## src/rtl/sr_ff_driver.sv

```systemverilog
// rtl/sr_ff_driver.sv - S/R pulse driver with feedback confirmation for one sr_ff
module sr_ff_driver #(
  parameter int PULSE_CYCLES = 2,
  parameter int TIMEOUT      = 8
) (
  input  logic clk,
  input  logic rst_n,
  input  logic req_valid,
  input  logic req_val,
  output logic req_ready,
  input  logic q_fb,
  input  logic q_not_fb,
  output logic S,
  output logic R,
  output logic busy,
  output logic done,
  output logic err
);

  localparam int MAXP = (PULSE_CYCLES > TIMEOUT) ? PULSE_CYCLES : TIMEOUT;
  localparam int CW   = $clog2(MAXP) + 1;
  localparam logic [CW-1:0] P_LOAD = CW'(PULSE_CYCLES);
  localparam logic [CW-1:0] T_LAST = CW'(TIMEOUT - 1);
  localparam logic [CW-1:0] ONE    = CW'(1);

  typedef enum logic [1:0] {ST_IDLE, ST_PULSE, ST_WAIT, ST_RESP} state_t;

  state_t          r_state;
  logic            r_tgt;
  logic [CW-1:0]   r_pcnt;
  logic [CW-1:0]   r_tcnt;
  logic            r_s;
  logic            r_r;
  logic            r_done;
  logic            r_err;

  logic w_accept;
  logic w_req_good;
  logic w_fb_good;

  assign req_ready  = (r_state == ST_IDLE) & rst_n;
  assign w_accept   = req_valid & req_ready;
  // Requiring q_not_fb to be the complement rejects the q_fb == q_not_fb case.
  assign w_req_good = (q_fb == req_val) & (q_not_fb == ~req_val);
  assign w_fb_good  = (q_fb == r_tgt) & (q_not_fb == ~r_tgt);

  always_ff @(posedge clk) begin
    if (!rst_n) begin
      r_state <= ST_IDLE;
      r_tgt   <= 1'b0;
      r_pcnt  <= '0;
      r_tcnt  <= '0;
      r_s     <= 1'b0;
      r_r     <= 1'b0;
      r_done  <= 1'b0;
      r_err   <= 1'b0;
    end else begin
      r_done <= 1'b0;
      r_err  <= 1'b0;
      case (r_state)
        ST_IDLE: begin
          r_s <= 1'b0;
          r_r <= 1'b0;
          if (w_accept) begin
            r_tgt <= req_val;
            if (w_req_good) begin
              r_state <= ST_RESP;
              r_done  <= 1'b1;
            end else begin
              r_state <= ST_PULSE;
              r_pcnt  <= P_LOAD;
              r_s     <= req_val;
              r_r     <= ~req_val;
            end
          end
        end
        ST_PULSE: begin
          if (r_pcnt <= ONE) begin
            r_state <= ST_WAIT;
            r_tcnt  <= '0;
            r_s     <= 1'b0;
            r_r     <= 1'b0;
          end else begin
            r_pcnt <= r_pcnt - ONE;
          end
        end
        ST_WAIT: begin
          if (w_fb_good) begin
            r_state <= ST_RESP;
            r_done  <= 1'b1;
          end else if (r_tcnt == T_LAST) begin
            r_state <= ST_RESP;
            r_done  <= 1'b1;
            r_err   <= 1'b1;
          end else begin
            r_tcnt <= r_tcnt + ONE;
          end
        end
        ST_RESP: begin
          r_state <= ST_IDLE;
        end
        default: begin
          r_state <= ST_IDLE;
          r_s     <= 1'b0;
          r_r     <= 1'b0;
        end
      endcase
    end
  end

  assign S    = r_s;
  assign R    = r_r;
  assign busy = (r_state != ST_IDLE);
  assign done = r_done;
  assign err  = r_err;

endmodule

```

## config.mk

```make
export PLATFORM = sky130hd
export DESIGN_NAME = sr_ff_driver
export DESIGN_NICKNAME = d
export VERILOG_FILES = /design/src/rtl/sr_ff_driver.sv
export SDC_FILE = /design/constraint.sdc
export NUM_CORES = 1
export LEC_CHECK = 0
export ABC_CLOCK_PERIOD_IN_PS = 2100
export CORE_MARGIN = 8
export CORE_UTILIZATION = 53
export DETAILED_ROUTE_END_ITERATION = 10
export GPL_ROUTABILITY_DRIVEN = 0
export PLACE_DENSITY_LB_ADDON = 0.3
export SLEW_MARGIN = 10
export SYNTH_ARGS = -nofsm -noshare
export SYNTH_HDL_FRONTEND = slang
export SYNTH_SLANG_ARGS = --single-unit
```

## constraint.sdc

```tcl
create_clock -name clk -period 2.1 [get_ports clk]
set_input_delay 0.315 -clock clk [delete_from_list [all_inputs] [get_ports clk]]
set_output_delay 0.315 -clock clk [all_outputs]
set_load 0.01 [all_outputs]
```

After elaboration in Yosys (flattened, before gate mapping). Cells that the tools add are included.

Add/subtract/negate cells: 2. Multipliers: 0. Div/mod/pow operators: 0. $lt $le $gt $ge: 1. Equality and inequality tests: 15. Shift operators: 0. Multiplexer cells: 26. Bitwise logic cells: 8. Reductions and logical operators: 10.

Operators by type and width (count): 2-to-1 mux 4 bit (6); case mux 4 bit (2 select lines) (2); != test 2 bit (second input constant) (6); 2-to-1 mux 2 bit (5); 2-to-1 mux 1 bit (9); case mux 2 bit (4 select lines) (1); AND reduction 4 bit (2); case mux 1 bit (2 select lines) (3); nonzero test 2 bit (3); adder 4 x 1 -> 4 bit (second input constant) (1); bitwise AND 1 bit (4); == test 1 bit (4); == test 2 bit (second input constant) (2); == test 4 x 3 -> 1 bit (second input constant) (1); <= comparator 4 x 1 -> 1 bit (second input constant) (1); NOT 1 bit (4); AND reduction 2 bit (2); subtractor 4 x 1 -> 4 bit (second input constant) (1); != test 3 bit (second input constant) (1); AND reduction 3 bit (1); OR reduction 3 bit (1); == test 2 x 1 -> 1 bit (second input constant) (1); logical NOT 2 bit (1).

Bits in registers: 15. Latch bits: 0. Memory bits (writable): 0. Bits in read-only memories: 0. Input port bits: 6. Output and inout port bits: 6. Memories kept: 0.

Longest topological paths before layout. Gate-level depths: netlist (run 1).

Depth after elaboration: 6. Depth in mapped cells: 7.

Worst setup path after synthesis (run 1). Ideal clock, no wire load.

Path kind: reg-to-reg. Start point: register r_state[0]. End point: register r_pcnt[1]. Setup time: 119 ps. Data arrival time: 1646 ps. Data required time: 1981 ps. Setup slack: 335 ps. Cell stages (with the launch flop): 8. Buffers on the path: 1. Period minus slack after synthesis: 1765 ps. Cells stage by stage: dfxtp_1 -> inv_1 -> ha_1 -> buf_6 -> a21boi_4 -> a31o_1 -> or3_4 -> o221a_1.

Cells in the longest elaborated chain, start to end: 5. Elaborated cells between the ends (all ways): 10. Those cells by class: eq/ne: 4; mux: 1; bitwise: 2; reduce/logical: 3.

Ends and longest elaborated chain: start, declared (line 28) `state_t r_state;`; start signal, assigned (line 49) `r_state <= ST_IDLE;`; start signal, assigned (line 67) `r_state <= ST_RESP;`; start signal, assigned (line 70) `r_state <= ST_PULSE;`; logical NOT 2 bit (line 41, 60); bitwise AND 1 bit (line 41) `assign req_ready = (r_state == ST_IDLE) & rst_n;`; bitwise AND 1 bit (line 42) `assign w_accept = req_valid & req_ready;`; != test 2 bit (no source line); AND reduction 4 bit (no source line); end signal, assigned (line 84) `r_pcnt <= r_pcnt - ONE;`; end, declared (line 30) `logic [CW-1:0] r_pcnt;`.

Parallel ways exist; a longest one is shown, timed or not. A chain may end at the register's enable or synchronous reset.

Worst setup path in the final report (run 1).
Start point: register r_state[1]. End point: output req_ready.

Cells in the longest elaborated chain, start to end: 2.

Ends and longest elaborated chain: logical NOT 2 bit (line 41); bitwise AND 1 bit (line 41); end, declared (line 10) `output logic req_ready,`.

No other way between the ends.

==> results of run 1 <==
## power by group
part,leakage (nW),internal (W),switching [W]
Clock,0.0150,0.0000740,0.000102
Sequential,0.122,0.000334,0.0000402
Combinational,0.293,0.000326,0.000390
Total,0.430,0.000734,0.000532
## final cells by class
cell class                 instances  area, sq um
clock buffer                       4        26.28
fill                             145        570.5
inverter                          11        41.29
multi-input combinational         84        609.3
sequential                        15        300.3
tap                               25        31.28
timing repair buffer              16        147.6
## cell usage after synthesis (all sizes together), types with 2 or more instances
cell type  number
nor4b           2
o22ai           2
nand3           5
inv            11
a311oi          2
a21boi          2
o2111ai         2
nand2          11
nand2b          3
buf             2
mux2i           2
clkbuf          2
nor3            2
ha              7
nor2b           3
nor2            7
o21ai           4
o211ai          4
dfxtp          15
a21oi           3
nand3b          4
a31oi           3
or3             2
## kinds of logic (layout without fill, tap and decap cells)
group / Yosys count / in the layout / share of synthesized area, %
adders and majority gates: 7 / 7 / 9.102
DFF: 15 / 15 / 31.21
and+or+nand+nor: 44 / 44 / 26.01
muxes: 3 / 3 / 3.251
AOI/OAI and AO/OA: 30 / 30 / 23.67
buffers and inverters: 15 / 31 / 6.762
## worst max-delay path, stage by stage (launching register included)
cell	delay (ns)
dfxtp_1	0.35
inv_2	0.10
ha_4	0.17
inv_1	0.07
nor2_1	0.11
clkdlybuf4s50_1	0.54
## layer usage
metal  GRT usage, %  wire length, microns
met1          16.06                   995
met2          24.25                  1048
met3          3.913                    80
met4          7.167                    27
met5              0                     0
## worst max path at each step
stage,end,slack (ns),cells after the start,start
3_3_place_gp,r_pcnt[1]$_SDFFE_PN0P_,0.15,5,q_fb
6_report,req_ready,0.15,5,r_state[1]$_SDFFE_PN0P_
4_1_cts,req_ready,0.05,5,r_state[0]$_SDFFE_PN0P_
2_1_floorplan,r_pcnt[1]$_SDFFE_PN0P_,0.34,7,r_state[0]$_SDFFE_PN0P_
5_1_grt,req_ready,0.06,5,r_state[1]$_SDFFE_PN0P_
3_5_place_dp,r_pcnt[1]$_SDFFE_PN0P_,0.1,5,q_fb
## sequential cells by signal (all words and copies together), names as in the netlist
name and count:
r_tcnt 4, S 1, R 1, r_pcnt 4, done 1, r_tgt 1, err 1, r_state 2
## through the flow
step	hold WS [ns]	power (W)	instance area, sq um	std cells	setup slack, ns
floorplan	0.4450	0.0008775	962.2	114	0.3351
global placement	0.4578	0.001013	1110	150	0.1463
detailed placement	0.4671	0.001037	1110	150	0.09912
CTS	0.4799	0.001242	1149	154	0.05271
global route	0.5235	0.001373	1156	155	0.06315
finish	0.4843	0.001267	1156	155	0.1546
## what timing repair did
item                       4_1_cts  5_1_grt
pin swaps                        0        1
gates resized for setup          2        2
setup endpoints to repair        1        1
buffers inserted                 0        1
gates cloned                     0        0
==> metrics.md, run 1 <==
| Metric | Value |
|---|---|
| Status | `completed` |
| Overall Global Routing Usage | `14.32%` |
| I/O pins | `12` |
| CP required | `1.78 ns` |
| Initial Util | `55.72%` |
| Final min period | `1.945 ns` |
| R2R cell count | `7` |
| Core Rows | `15` |
| Maximum operating frequency | `514.0 MHz` |
| Clock skew | `0.005198 ns` |
| Worst Min Path Start | `r_tgt$_SDFFE_PN0P_` |
| CTS hold repair buffers | `0` |
| Post-DR wirelength/cell | `13.88 microns` |
| CTS Buf Count | `3` |
| Most frequent cells in the layout | `dfxtp_1 (15), nand2_1 (11), clkdlybuf4s50_1 (11)` |
| Initial DRC Count | `21` |
| Number of flops mapped to enable cells by yosys | `0` |
| GRT Residual Overflow | `0` |
| CP arrival | `1.63 ns` |
| HPWL Detailed | `1656 microns` |
| Mapped Nets | `127` |
| Layout Utilization | `66.96%` |
| Final setup viols | `0` |
| Final TNS setup | `0 ns` |
| Synth cell types | `42` |
| Ys flop type | `dfxtp_1` |
| Slew Viols, Final | `0` |
| Netlist Area Pre-Place | `962.2 sq um` |
| CTS max path bufs | `2` |
| Yosys warns | `0` |
| RSZ-0062 raised after global routing | `no` |
| HP Class | `flop to flop` |
| Seq/Total Area, Yosys | `31.21%` |
| LEAKAGE | `0.4296 nW` |
| 1st-pass router iterations | `4` |
| H-tree levels | `1` |
| Clock latency on the worst-skew pair | `0.29 ns` |
| Max FO, Critical Path | `5` |
| DIE AREA | `3435 sq um` |
| Synthesized flop and latch total | `15` |
| Total power density per cell area | `1096 nW/um^2` |
| Via count | `916` |
| Layout area overhead | `20.16%` |
| Yosys top cell by area | `dfxtp_1` |
| Ant. Diodes | `0` |
| Startpoint Class | `flop` |
| Peak VDD IR | `0.5870 mV` |
| Commonest non-fill, non-tap cell in the layout | `dfxtp_1` |
| Remaining antenna violation count | `0` |
| Reg2Reg Setup Slack | `0.21 ns` |
| Final Hold Fails | `0` |
| Die X | `58.61 microns` |
| Reg clk slew, reported paths | `0.10 ns` |
| Average cell area after synthesis | `8.440 sq um` |
| Clock sinks | `15` |
| Slew headroom | `67.07%` |
| Core box area | `1727 sq um` |
| Initial antenna violation count | `0` |
| Kind of critical path | `flop to output port` |
| Vias per cell | `5.910` |
| PortBufs | `11` |
| Max cap viols | `0` |
| Die height | `58.61 microns` |
| Layout cells sized above 1 | `12.31%` |
| Root buf cell | `clkbuf_4` |
| Count of mapped cells out of synthesis | `114` |
| Hold path depth | `2` |
| Share of the synthesized area in the top cell type | `31.21%` |
| Vias in the first global route | `909` |
| Slew @ Worst Pin | `0.4907 ns` |
| Hold EP | `r_tgt$_SDFFE_PN0P_` |
| Largest net degree at the start of global routing | `13` |
| First-pass GRT wire length | `3919 microns` |
| Tcrit/Tclk final | `92.64%` |
| Worst r2r src | `r_state[1]$_SDFFE_PN0P_` |
| DRC | `0` |
| Nets@finish | `144` |
| Setup crit end kind | `output port` |
| Asr flop ratio synth | `0%` |
| Routed wire length | `2151 microns` |
| CTS tree | `done` |
| Area contributors post-synth | `dfxtp_1 (31%), ha_1 (9.1%), inv_1 (4.3%)` |
| Worst r2r dst | `r_pcnt[1]$_SDFFE_PN0P_` |
No activity file was read; power rests on OpenSTA's default activity.
==> run 2: changes to the inputs <==
--- a/config.mk
+++ b/config.mk
@@ -10,6 +10,7 @@
 export CORE_UTILIZATION = 53
 export DETAILED_ROUTE_END_ITERATION = 10
 export GPL_ROUTABILITY_DRIVEN = 0
+export GPL_TIMING_DRIVEN = 0
 export PLACE_DENSITY_LB_ADDON = 0.3
 export SLEW_MARGIN = 10
 export SYNTH_ARGS = -nofsm -noshare
==> run 2 against run 1 <==
  * Clock power down 6%
  * Sequential power about the same
  * Critical endpoint is now r_pcnt[1]$_SDFFE_PN0P_
  * Final cell count fell by 1.3%
  * Non-clock buffer count decreased by 2
  * Clock skew grew 0.0045 ns
  * Largest cell class unchanged
  * Design area is 2.9% lower
==> metrics.md, run 2 (same netlist as run 1, synthesis figures left out) <==
| Metric | Value |
|---|---|
| CP required | `2.28 ns (+0.50 ns)` |
| Root buf cell | `clkbuf_4` |
| Status | `completed` |
| Setup crit end kind | `flop` |
| H-tree levels | `1 (unchanged)` |
| Post-DR wirelength/cell | `13.59 microns (-2.0%)` |
| Sequential Power Share | `30.7% (+1.1 points)` |
| CP arrival | `2.09 ns (+0.46 ns)` |
| Via count | `872 (-4.8%)` |
| Initial Util | `55.72% (unchanged)` |
| GRT Residual Overflow | `0 (unchanged)` |
| Clock latency on the worst-skew pair | `0.29 ns (about the same)` |
| Nets@finish | `142 (-1.4%)` |
| Setup bufs post-CTS | `0 (unchanged)` |
| Met3 WL | `108 microns (+35%)` |
| Layout Utilization | `65.00% (-2.0 points)` |
| Filler cells | `155 (+6.9%)` |
| Die height | `58.61 microns (unchanged)` |
| Reg2Reg Setup Slack | `0.19 ns (-0.02 ns)` |
| CTS tree | `done` |
| Largest registers | `r_pcnt (4), r_tcnt (4), r_state (2)` |
| Worst r2r dst | `r_pcnt[1]$_SDFFE_PN0P_` |
| Final non-filler cell area | `1122 sq um (-2.9%)` |
| CTS max path bufs | `2 (unchanged)` |
| Vias in the first global route | `868 (-4.5%)` |
| Layout cells sized above 1 | `8.594% (-3.7 points)` |
| First-pass GRT wire length | `3663 microns (-6.5%)` |
| Overall Global Routing Usage | `13.40% (-0.92 points)` |
| Maximum operating frequency | `523.3 MHz (+1.8%)` |
| HPWL Detailed | `1646 microns (-0.62%)` |
| Initial DRC Count | `14 (-33%)` |
| Slew @ Worst Pin | `0.4395 ns (-0.05117 ns)` |
| LEAKAGE | `0.4289 nW (-0.16%)` |
| Layout area overhead | `16.65%` |
| Slew headroom | `70.50% (+3.4 points)` |
| Die X | `58.61 microns (unchanged)` |
| Ant. Diodes | `0 (unchanged)` |
| HP Class | `input port to flop` |
| Setup crit end | `r_pcnt[1]$_SDFFE_PN0P_` |
| Sw Pwr | `0.0005115 W (-3.9%)` |
| DIE AREA | `3435 sq um (unchanged)` |
| Clock Power Share | `13.7% (-0.2 points)` |
| R2R cell count | `7 (unchanged)` |
| 1st-pass router iterations | `4 (unchanged)` |
| Peak VDD IR | `0.6724 mV (+15%)` |
| Clock sinks | `15 (unchanged)` |
| Final setup viols | `0 (unchanged)` |
| Final min period | `1.911 ns (-0.03448 ns)` |
| Met2 routed WL | `967 microns (-7.7%)` |
| Total power density per cell area | `1086 nW/um^2 (-0.91%)` |
| Vias per cell | `5.699 (-3.6%)` |
| Startpoint Class | `flop` |
| Final Hold Fails | `0 (unchanged)` |
| Metal1 wirelength | `963 microns (-3.2%)` |
| I/O pins | `12 (unchanged)` |
| CTS Buf Count | `3 (unchanged)` |
| Core Rows | `15 (unchanged)` |
| Resized Gates After CTS | `1 (-1)` |
| Final TNS setup | `0 ns (unchanged)` |
| Hold slack | `0.3482 ns (-0.1361 ns)` |
| Worst r2r src | `r_state[0]$_SDFFE_PN0P_` |
| Internal | `0.0007069 W (-3.7%)` |
| Comb pwr share | `55.7% (-0.9 points)` |
| Max FO, Critical Path | `10 (+5)` |
| PortBufs | `10 (-1)` |
| Max cap viols | `0 (unchanged)` |
| Slew Viols, Final | `0 (unchanged)` |
| Reg clk slew, reported paths | `0.09 ns (about the same)` |
| Most frequent cells in the layout | `dfxtp_1 (14), inv_1 (11), nand2_1 (11)` |
| Post-DP Area | `1094 sq um (-1.5%)` |
| Tcrit/Tclk final | `91.00% (-1.6 points)` |
| DRC | `0 (unchanged)` |
| Clock skew | `0.009727 ns (+0.004529 ns)` |
| CTS hold repair buffers | `0 (unchanged)` |
| Kind of critical path | `flop to flop` |
| Worst Setup SP | `r_state[0]$_SDFFE_PN0P_` |
| Largest net degree at the start of global routing | `11 (-2)` |
| Highest metal used | `met4` |
| RSZ-0062 raised after global routing | `no` |
| Net Sw Frac | `41.98% (-0.053 points)` |
| Core box area | `1727 sq um (unchanged)` |
| Remaining antenna violation count | `0 (unchanged)` |
| Commonest non-fill, non-tap cell in the layout | `dfxtp_1` |
| Initial antenna violation count | `0 (unchanged)` |
| Routed wire length | `2080 microns (-3.3%)` |
-- run 2: changes by cell type in the layout (fill, tap and decap cells not counted) --
cell	before	now
buf_4	5	0
clkdlybuf4s50_1	11	8
clkbuf_1	1	3
inv_1	9	11
inv_2	2	0
buf_2	0	1
buf_6	0	1
dfxtp_1	15	14
dfxtp_2	0	1
dlygate4sd2_1	0	1
dlymetal6s2s_1	0	1
ha_1	6	7
ha_4	1	0
-- run 2: final cells by class --
cell class / count / area (sq um) / share of cell area (%)
tap: 25 / 31.28 / 2.787
timing repair buffer: 10 / 101.3 / 9.030
inverter: 11 / 41.29 / 3.679
clock buffer: 4 / 26.28 / 2.341
multi-input combinational: 84 / 596.8 / 53.18
sequential: 15 / 301.5 / 26.87
buffer: 4 / 23.77 / 2.118
-- run 2: critical path: stages, from the launching register on --
cell,delay (ns)
dfxtp_1,0.35
inv_1,0.09
ha_1,0.23
buf_6,0.14
a21boi_4,0.14
a31o_1,0.22
or3_4,0.39
o221a_1,0.25
-- run 2: metrics by stage --
step	setup WS [ns]	total power (W)	cells
global route	0.08226	0.001334	153
finish	0.1891	0.001218	153
floorplan	0.3351	0.0008775	114
global placement	0.03824	0.001034	149
detailed placement	0.02570	0.001061	149
CTS	0.03560	0.001227	153
-- run 2: how the worst min path moves through the flow --
| stage | startpoint | slack [ns] | end | cells after the start |
|---|---|---|---|---|
| 6_report | req_val | 0.35 | r_tgt$_SDFFE_PN0P_ | 3 |
| 5_1_grt | req_val | 0.37 | r_tgt$_SDFFE_PN0P_ | 3 |
| 4_1_cts | req_val | 0.34 | r_tgt$_SDFFE_PN0P_ | 3 |
| 3_5_place_dp | r_tcnt[1]$_SDFFE_PN0P_ | 0.47 | r_tcnt[1]$_SDFFE_PN0P_ | 2 |
| 3_3_place_gp | r_tcnt[1]$_SDFFE_PN0P_ | 0.46 | r_tcnt[1]$_SDFFE_PN0P_ | 2 |
| 2_1_floorplan | r_tgt$_SDFFE_PN0P_ | 0.45 | r_tgt$_SDFFE_PN0P_ | 2 |
-- run 2: routing by layer --
metal / global-route usage, % / up-vias
met2: 22.05 / 22
met3: 3.913 / 4
li1: - / 451
met5: 0 / -
met4: 6.485 / 0
met1: 15.48 / 395
-- run 2: power groups by stage --
stage          logic, W  clock network [W]  registers, W
6_report       0.000678           0.000166      0.000374
5_1_grt        0.000764           0.000188      0.000382
4_1_cts        0.000680           0.000175      0.000371
3_5_place_dp   0.000682                  0      0.000378
3_3_place_gp   0.000660                  0      0.000373
2_1_floorplan  0.000506                  0      0.000371
==> run 3: changes to the inputs <==
--- a/config.mk
+++ b/config.mk
@@ -7,7 +7,7 @@
 export LEC_CHECK = 0
 export ABC_CLOCK_PERIOD_IN_PS = 2100
 export CORE_MARGIN = 8
-export CORE_UTILIZATION = 53
+export CORE_UTILIZATION = 47
 export DETAILED_ROUTE_END_ITERATION = 10
 export GPL_ROUTABILITY_DRIVEN = 0
 export GPL_TIMING_DRIVEN = 0
==> run 3 against run 2 <==
  * Non-clock buffer count did not move
  * Combinational power is essentially flat
  * Count of clock-buffer cells in the layout fell by 1
  * Power increased by 0.30%
  * Critical endpoint unchanged
==> metrics.md, run 3 (same netlist as run 1, synthesis figures left out) <==
| Metric | Value |
|---|---|
| Status | `completed` |
| LEAKAGE | `0.4312 nW (+0.54%)` |
| Largest net degree at the start of global routing | `11 (unchanged)` |
| Met2 GRT Util | `20.75% (-1.3 points)` |
| CTS Buf Count | `3 (unchanged)` |
| Hold slack | `0.3388 ns (-0.009393 ns)` |
| Final setup viols | `0 (unchanged)` |
| Core box area | `1942 sq um (+12%)` |
| I/O pins | `12 (unchanged)` |
| Root buf cell | `clkbuf_4` |
| 1st-pass router iterations | `4 (unchanged)` |
| RSZ-0062 raised after global routing | `no` |
| Hold path depth | `3 (unchanged)` |
| Layout Utilization | `57.93% (-7.1 points)` |
| CTS max path bufs | `2 (unchanged)` |
| CTS hold repair buffers | `0 (unchanged)` |
| Commonest non-fill, non-tap cell in the layout | `dfxtp_1` |
| Worst r2r dst | `r_pcnt[1]$_SDFFE_PN0P_` |
| Remaining antenna violation count | `0 (unchanged)` |
| Vias per cell | `5.755 (+0.97%)` |
| Filler cells | `197 (+27%)` |
| CP required | `2.29 ns (about the same)` |
| Final TNS setup | `0 ns (unchanged)` |
| Max FO, Critical Path | `10 (unchanged)` |
| Die height | `61.25 microns (+4.5%)` |
| Reg clk slew, reported paths | `0.10 ns (about the same)` |
| Overall Global Routing Usage | `11.87% (-1.5 points)` |
| Met1 usage | `13.62% (-1.9 points)` |
| PortBufs | `10 (unchanged)` |
| First-pass GRT wire length | `3394 microns (-7.3%)` |
| Ant. Diodes | `0 (unchanged)` |
| Reg2Reg Setup Slack | `0.18 ns (about the same)` |
| Placed cell count | `151 (+1.3%)` |
| Nets@finish | `142 (unchanged)` |
| Clock skew | `0.003989 ns (-0.005738 ns)` |
| DIE AREA | `3751 sq um (+9.2%)` |
| Slew headroom | `70.02% (-0.48 points)` |
| Tcrit/Tclk final | `91.24% (+0.24 points)` |
| H-tree levels | `1 (unchanged)` |
| Slew @ Worst Pin | `0.4466 ns (+0.007150 ns)` |
| Vias in the first global route | `829 (-4.5%)` |
| Kind of critical path | `flop to flop` |
| Via count | `892 (+2.3%)` |
| Final Non-Filler Cells | `155 (+1.3%)` |
| Startpoint Class | `flop` |
| Clock sinks | `15 (unchanged)` |
| Layout cells sized above 1 | `8.594% (unchanged)` |
| GRT Residual Overflow | `0 (unchanged)` |
| GR Util met3 | `2.923% (-0.99 points)` |
| Routed wire length | `2141 microns (+2.9%)` |
| Hold EP | `r_tgt$_SDFFE_PN0P_` |
| HP Class | `input port to flop` |
| CP arrival | `2.11 ns (+0.02 ns)` |
| Setup bufs post-CTS | `0 (unchanged)` |
| Initial DRC Count | `18 (+4)` |
| Core Rows | `16 (+1)` |
| Slew Viols, Final | `0 (unchanged)` |
| Post-DR wirelength/cell | `13.81 microns (+1.6%)` |
| HPWL Detailed | `1652 microns (+0.35%)` |
| Final Hold Fails | `0 (unchanged)` |
| Layout area overhead | `16.91%` |
| Total power density per cell area | `1086 nW/um^2 (about the same)` |
| Worst r2r src | `r_state[0]$_SDFFE_PN0P_` |
| Clock latency on the worst-skew pair | `0.29 ns (about the same)` |
| Global route hottest layer | `met2` |
| Most frequent cells in the layout | `dfxtp_1 (15), inv_1 (11), nand2_1 (11)` |
| Max cap viols | `0 (unchanged)` |
| Initial Util | `49.55% (-6.2 points)` |
| Initial antenna violation count | `0 (unchanged)` |
| Die X | `61.25 microns (+4.5%)` |
| Peak VDD IR | `0.5967 mV (-11%)` |
| R2R cell count | `7 (unchanged)` |
| Final min period | `1.916 ns (+0.005102 ns)` |
| Resized Gates After CTS | `1 (unchanged)` |
| Worst Min Path Start | `req_val` |
| Largest registers | `r_pcnt (4), r_tcnt (4), r_state (2)` |
| Power after layout | `0.001222 W (+0.30%)` |
| CTS tree | `done` |
| DRC | `0 (unchanged)` |
| Setup crit end kind | `flop` |
| Maximum operating frequency | `521.9 MHz (-0.27%)` |
run 3: cell types whose count changed in the layout (fill, tap and decap cells not counted), sizes merged:
| cell | before | now |
|---|---|---|
| clkinv | 0 | 1 |
| clkbuf | 6 | 5 |
run 3: worst max path at each step:
stage                                        from                     end  slack (ns)  cells after the start
after CTS                 r_state[1]$_SDFFE_PN0P_                    busy        0.02                      5
after detailed placement                    rst_n               req_ready        0.04                      4
after global placement                      rst_n               req_ready        0.03                      4
after floorplan           r_state[0]$_SDFFE_PN0P_  r_pcnt[1]$_SDFFE_PN0P_        0.34                      7
after global routing      r_state[0]$_SDFFE_PN0P_  r_pcnt[1]$_SDFFE_PN0P_         0.1                      7
final                     r_state[0]$_SDFFE_PN0P_  r_pcnt[1]$_SDFFE_PN0P_        0.18                      7
run 3: area by class of cell:
| class | count | area (sq um) | area share [%] |
|---|---|---|---|
| plain buffers | 4 | 23.77 | 2.113 |
| clock buffers | 3 | 22.52 | 2.002 |
| clock inverters | 1 | 5.005 | 0.4449 |
| inverters | 11 | 41.29 | 3.671 |
| multi-input cells | 84 | 596.8 | 53.06 |
| flip-flops and latches | 15 | 300.3 | 26.70 |
| well taps | 27 | 33.78 | 3.003 |
| repair buffers | 10 | 101.3 | 9.010 |
run 3: metal layers:
metal	part of all wire [%]	vias up	routed length (microns)
met1	46	422	992
li1	-	449	-
met3	4.1	5	88
met5	0	-	0
met4	1.7	0	36
met2	48	16	1024
run 3: power by group:
group	switching (W)	internal (W)	total, W
sequential	0.0000367	0.000334	0.000371
combinational	0.000380	0.000297	0.000676
clock	0.000104	0.0000709	0.000175
total	0.000521	0.000701	0.00122
run 3: per-stage QoR:
| step | cell area, sq um | setup slack [ns] |
|---|---|---|
| after CTS | 1122 | 0.01666 |
| after floorplan | 962.2 | 0.3351 |
| final | 1125 | 0.1840 |
| after detailed placement | 1096 | 0.04181 |
| after global routing | 1125 | 0.09617 |
| after global placement | 1096 | 0.03498 |
run 3: critical path, stage by stage, from the launching register on:
cell	delay [ns]
dfxtp_1	0.35
inv_1	0.09
ha_1	0.24
buf_6	0.14
a21boi_4	0.13
a31o_1	0.22
or3_4	0.39
o221a_1	0.25
==> RTL edit 1, RTL diff (config.mk and constraints of run 2) <==
Change the parameter `TIMEOUT` from 8 to 4.
--- a/src/rtl/sr_ff_driver.sv
+++ b/src/rtl/sr_ff_driver.sv
@@ -2,5 +2,5 @@
 module sr_ff_driver #(
   parameter int PULSE_CYCLES = 2,
-  parameter int TIMEOUT      = 8
+  parameter int TIMEOUT      = 4
 ) (
   input  logic clk,
Formal check against the unedited RTL: not equivalent (Yosys sat finds a counterexample within 10 cycles, from zero or initial values and one cycle with rst_n low).
==> RTL edit 1 against run 2 <==
- wire length decreased by 21%
- synthesized area decreased by 17%
- largest cell class unchanged
- combinational power decreased by 28%
- highest routed layer is now met3
- design area decreased by 15%
- via count decreased by 21%
- sequential cell count decreased by 2
- synthesized cell count decreased by 20%
- power decreased by 22%
- clock power decreased by 7%
- worst setup slack got worse by 0.058 ns
==> RTL edit 1: results (changes against run 2) <==
| Metric | Value |
|---|---|
| HPWL after DPL | 1.26 mm (was 1.65 mm) |
| Distinct cell type count of the synthesized netlist | 37 (was 42) |
| Number of fillers in the final layout | 120 (was 155) |
| Fraction of final layout cells sized beyond drive strength 1 | 0.114 (was 0.0859) |
| Worst min-delay path startpoint | rst_n (was req_val) |
| Layout buffer count excluding clock buffers | 11 (was 14) |
| Leading post-synthesis cells by cell area | sky130_fd_sc_hd__dfxtp_1 (33%), sky130_fd_sc_hd__ha_1 (13%), sky130_fd_sc_hd__inv_1 (4.2%), sky130_fd_sc_hd__nand2b_1 (3.9%), sky130_fd_sc_hd__a21oi_1 (3.1%) (was sky130_fd_sc_hd__dfxtp_1 (31%), sky130_fd_sc_hd__ha_1 (9.1%), sky130_fd_sc_hd__inv_1 (4.3%), sky130_fd_sc_hd__nand2_1 (4.3%), sky130_fd_sc_hd__nand3b_1 (3.1%)) |
| Final design instance area without fill | 955 um2 (was 0.00112 mm2) |
| Total routed wire length on the met1 layer | 713 um (was 963 um) |
| Grt met2 use | 0.236 (was 0.220) |
| Global routing usage on met3 | 0.0571 (was 0.0391) |
| Hold path endpoint | r_pcnt[0] (was r_tgt) |
| Part of the power in the clock network | 0.163 (was 0.137) |
| Critical register-to-register path startpoint | r_pcnt[1] (was r_state[0]) |
| Transition time at the pin with the least slew margin | 0.280 ns (was 0.439 ns) |
| Area occupied by multi-input gates | 505 um2 (was 597 um2) |
| Post-detailed-route via-to-cell ratio | 5.69 (was 5.70) |
| Synth cell count leaders | sky130_fd_sc_hd__dfxtp_1 (13), sky130_fd_sc_hd__inv_1 (9), sky130_fd_sc_hd__ha_1 (8), sky130_fd_sc_hd__nand2_1 (6) (was sky130_fd_sc_hd__dfxtp_1 (15), sky130_fd_sc_hd__inv_1 (11), sky130_fd_sc_hd__nand2_1 (11), sky130_fd_sc_hd__ha_1 (7), sky130_fd_sc_hd__nor2_1 (7)) |
| Outcome | finished, final reports clean (unchanged) |
| Cell at the slowest stage of the critical path | sky130_fd_sc_hd__clkdlybuf4s50_1 (was sky130_fd_sc_hd__or3_4) |
| Met3 wire len | 77 um (was 108 um) |
| Portion of netlist area occupied by mux cells | 0.0126 (was 0.0325) |
| Flop2flop setup slack | 0.43 ns (was 0.19 ns) |
| Number of standard cells after synthesis | 91 (was 114) |
| Starting DRT DRC Count | 10 (was 14) |
| Destination of the critical timing path | req_ready (was r_pcnt[1]) |
## RTL edit 1: cell count changes after synthesis, moves of 2 or more
cell / before / now
sky130_fd_sc_hd__dfxtp_1: 15 / 13
sky130_fd_sc_hd__nand2_1: 11 / 6
sky130_fd_sc_hd__nand2b_1: 3 / 5
sky130_fd_sc_hd__nor4b_1: 2 / 0
sky130_fd_sc_hd__inv_1: 11 / 9
sky130_fd_sc_hd__o211ai_1: 4 / 1
sky130_fd_sc_hd__a31oi_1: 3 / 1
sky130_fd_sc_hd__nor2_1: 7 / 3
sky130_fd_sc_hd__a21oi_1: 3 / 5
sky130_fd_sc_hd__a311oi_1: 2 / 0
sky130_fd_sc_hd__clkbuf_1: 2 / 0
sky130_fd_sc_hd__nand4_1: 0 / 3
sky130_fd_sc_hd__nand3b_1: 4 / 2
## RTL edit 1: timing repair
item | in CTS | in global routing
endpoints found under the setup margin | 1 | 1
resized for setup | 1 | 1
setup buffers | 0 | 0
==> RTL edit 2, RTL diff (config.mk and constraints of run 2) <==
Made on the original files. Encoding of `state_t`: now one-hot (4 bits for 4 states).
--- a/src/rtl/sr_ff_driver.sv
+++ b/src/rtl/sr_ff_driver.sv
@@ -24,5 +24,5 @@
   localparam logic [CW-1:0] ONE    = CW'(1);
 
-  typedef enum logic [1:0] {ST_IDLE, ST_PULSE, ST_WAIT, ST_RESP} state_t;
+  typedef enum logic [3:0] {ST_IDLE = 4'b0001, ST_PULSE = 4'b0010, ST_WAIT = 4'b0100, ST_RESP = 4'b1000} state_t;
 
   state_t          r_state;
Formal check against the unedited RTL: same outputs for any inputs over 10 cycles, from zero or initial values and one cycle with rst_n low; not proved beyond that.
==> RTL edit 2 against run 2 <==
- first-iteration DRC count is 50% higher
- wire length grew 5.8%
- final cell count shrank 12%
- worst setup slack improved by 0.066 ns
- synthesized area down 3.1%
- design area down 2.1%
- global-route usage rose by 0.20 points
- sequential cell count up 2
- via count decreased by 0.69%
- die area shrank 2.3%
- hold slack got worse by 0.010 ns
- clock skew fell by 0.0015 ns
Power is not compared: it rests on default switching activity, and its combinational part moved more than twofold at a synthesized area within 25%.
==> RTL edit 2: results (changes against run 2) <==
| Metric | Value |
|---|---|
| Via count of the first global-routing pass | 817 (was 868) |
| Met3 wire len | 102 um (was 108 um) |
| Starting DRT DRC Count | 21 (was 14) |
| Number of antenna violations at the first check in global routing | 0 (unchanged) |
| Smallest hold slack | 0.338 ns (was 0.348 ns) |
| Buffer depth of the longest clock path | 2 (unchanged) |
| Sequential element share of the synthesized area | 0.365 (was 0.312) |
| Max-slew headroom | 0.605 (was 0.705) |
| Crit Path Max Fanout | 3 (was 10) |
| Pin count of the biggest net entering global routing | 11 (unchanged) |
| Flop2flop setup slack | 0.26 ns (was 0.19 ns) |
| Leading post-synthesis cells by cell area | sky130_fd_sc_hd__dfxtp_1 (37%), sky130_fd_sc_hd__nor4b_4 (5.1%), sky130_fd_sc_hd__a21oi_1 (4.3%), sky130_fd_sc_hd__ha_1 (4.0%), sky130_fd_sc_hd__nand3_1 (3.8%) (was sky130_fd_sc_hd__dfxtp_1 (31%), sky130_fd_sc_hd__ha_1 (9.1%), sky130_fd_sc_hd__inv_1 (4.3%), sky130_fd_sc_hd__nand2_1 (4.3%), sky130_fd_sc_hd__nand3b_1 (3.1%)) |
| Wire length reported by the detailed router | 2.20 mm (was 2.08 mm) |
| Diodes inserted | 0 (unchanged) |
| Clock slew at the register clock pins of the worst setup and hold paths | 0.09 ns (about the same) |
| Startpoint of the most critical setup path | r_pcnt[0] (was r_state[0]) |
| Number of levels in the clock H-tree | 1 (unchanged) |
| Port bufs | 10 (unchanged) |
| Registers with the most flip-flops | r_pcnt x4, r_state x4, r_tcnt x4 (was r_pcnt x4, r_tcnt x4, r_state x2) |
| Fraction of final layout cells sized beyond drive strength 1 | 0.128 (was 0.0859) |
| HPWL after DPL | 1.60 mm (was 1.65 mm) |
| Net count, final | 127 (was 142) |
| Outcome | finished, final reports clean (unchanged) |
| Synth warn | 0 (unchanged) |
| Total track usage | 0.136 (was 0.134) |
| Number of standard cells after synthesis | 102 (was 114) |
| Syn_nets | 111 (was 127) |
| Average wire per standard cell | 16.4 um (was 13.6 um) |
| Buffer type at the clock tree root | sky130_fd_sc_hd__clkbuf_4 (unchanged) |
| Total routed wire length on the met1 layer | 983 um (was 963 um) |
| Synth cell count leaders | sky130_fd_sc_hd__dfxtp_1 (17), sky130_fd_sc_hd__a21oi_1 (8), sky130_fd_sc_hd__inv_1 (8), sky130_fd_sc_hd__nand3_1 (7), sky130_fd_sc_hd__nand2_1 (6) (was sky130_fd_sc_hd__dfxtp_1 (15), sky130_fd_sc_hd__inv_1 (11), sky130_fd_sc_hd__nand2_1 (11), sky130_fd_sc_hd__ha_1 (7), sky130_fd_sc_hd__nor2_1 (7)) |
| Worst min-delay path startpoint | rst_n (was req_val) |
| Met2 Routed Length | 1.08 mm (was 967 um) |
| Global-route wire length before repair | 3.58 mm (was 3.66 mm) |
| CTS Buf Count | 3 (unchanged) |
| Post-detailed-route via-to-cell ratio | 6.46 (was 5.70) |
| Setup Skew | 0.00827 ns (was 0.00973 ns) |
| Distinct cell type count of the synthesized netlist | 37 (was 42) |
[RTL edit 2: cell types whose count changed in the layout (fill, tap and decap cells not counted), sizes merged, moves of 3 or more]
cell / delta
a21oi: +5
ha: -4
nor2b: -3
inv: -3
nand2: -5
[RTL edit 2: stage by stage]
stage	power, mW	instance area (um2)	setup slack [ns]	util
after floorplan	0.396	932	0.541	-
after global placement	0.429	1050	0.0721	0.624
after detailed placement	0.432	1050	0.0300	0.624
after CTS	0.609	1090	0.0158	0.644
after global routing	0.635	1100	0.119	0.650
final	0.606	1100	0.255	0.650
[RTL edit 2: layer usage]
layer,GRT usage,vias up
met1,0.159,419
li1,-,421
met4,0.0629,0
met3,0.0419,5
met5,0,-
met2,0.221,21
[RTL edit 2: area by class of cell]
cell class / count / area, um2
inverters: 8 / 30.0
flip-flops and latches: 17 / 345
fillers: 147 / 591
well taps: 17 / 21.3
clock inverters: 1 / 5.00
repair buffers: 11 / 110
clock buffers: 3 / 22.5
plain buffers: 3 / 12.5
multi-input cells: 74 / 552
[RTL edit 2: power groups by stage]
stage | sequential (mW) | clock (mW) | combinational, mW
after global placement | 0.346 | 0 | 0.0828
after detailed placement | 0.347 | 0 | 0.0845
after floorplan | 0.346 | 0 | 0.0494
after global routing | 0.342 | 0.196 | 0.0970
final | 0.341 | 0.177 | 0.0883
after CTS | 0.340 | 0.181 | 0.0887
[RTL edit 2: kinds of logic after synthesis]
kind of cell,Yosys count,synth area share
buf+inv,11,0.0443
mux,1,0.0107
fa+ha+maj,3,0.0403
simple gates,39,0.298
compound gates,31,0.242
flops,17,0.365
[RTL edit 2: path summary, 6_finish.rpt]
| path | cells past startpoint | end |
|---|---|---|
| worst max-delay path | 6 | S |
| worst min-delay path | 2 | r_state[1] |
| worst max register to register | 6 | S |
| worst min register to register | 1 | R |
[RTL edit 2: worst max-delay path, stage by stage (launching register included)]
cell	delay (ns)
sky130_fd_sc_hd__dfxtp_1	0.37
sky130_fd_sc_hd__inv_1	0.08
sky130_fd_sc_hd__ha_1	0.24
sky130_fd_sc_hd__nor2_1	0.19
sky130_fd_sc_hd__o311ai_0	0.14
sky130_fd_sc_hd__a2111oi_1	0.58
sky130_fd_sc_hd__a32o_1	0.21
[RTL edit 2: repair_timing]
item | 4_1_cts | 5_1_grt
gates resized for setup | 0 | 8
endpoints found under the setup margin | 2 | 3
pin swaps | 1 | 0
buffers inserted | 1 | 0
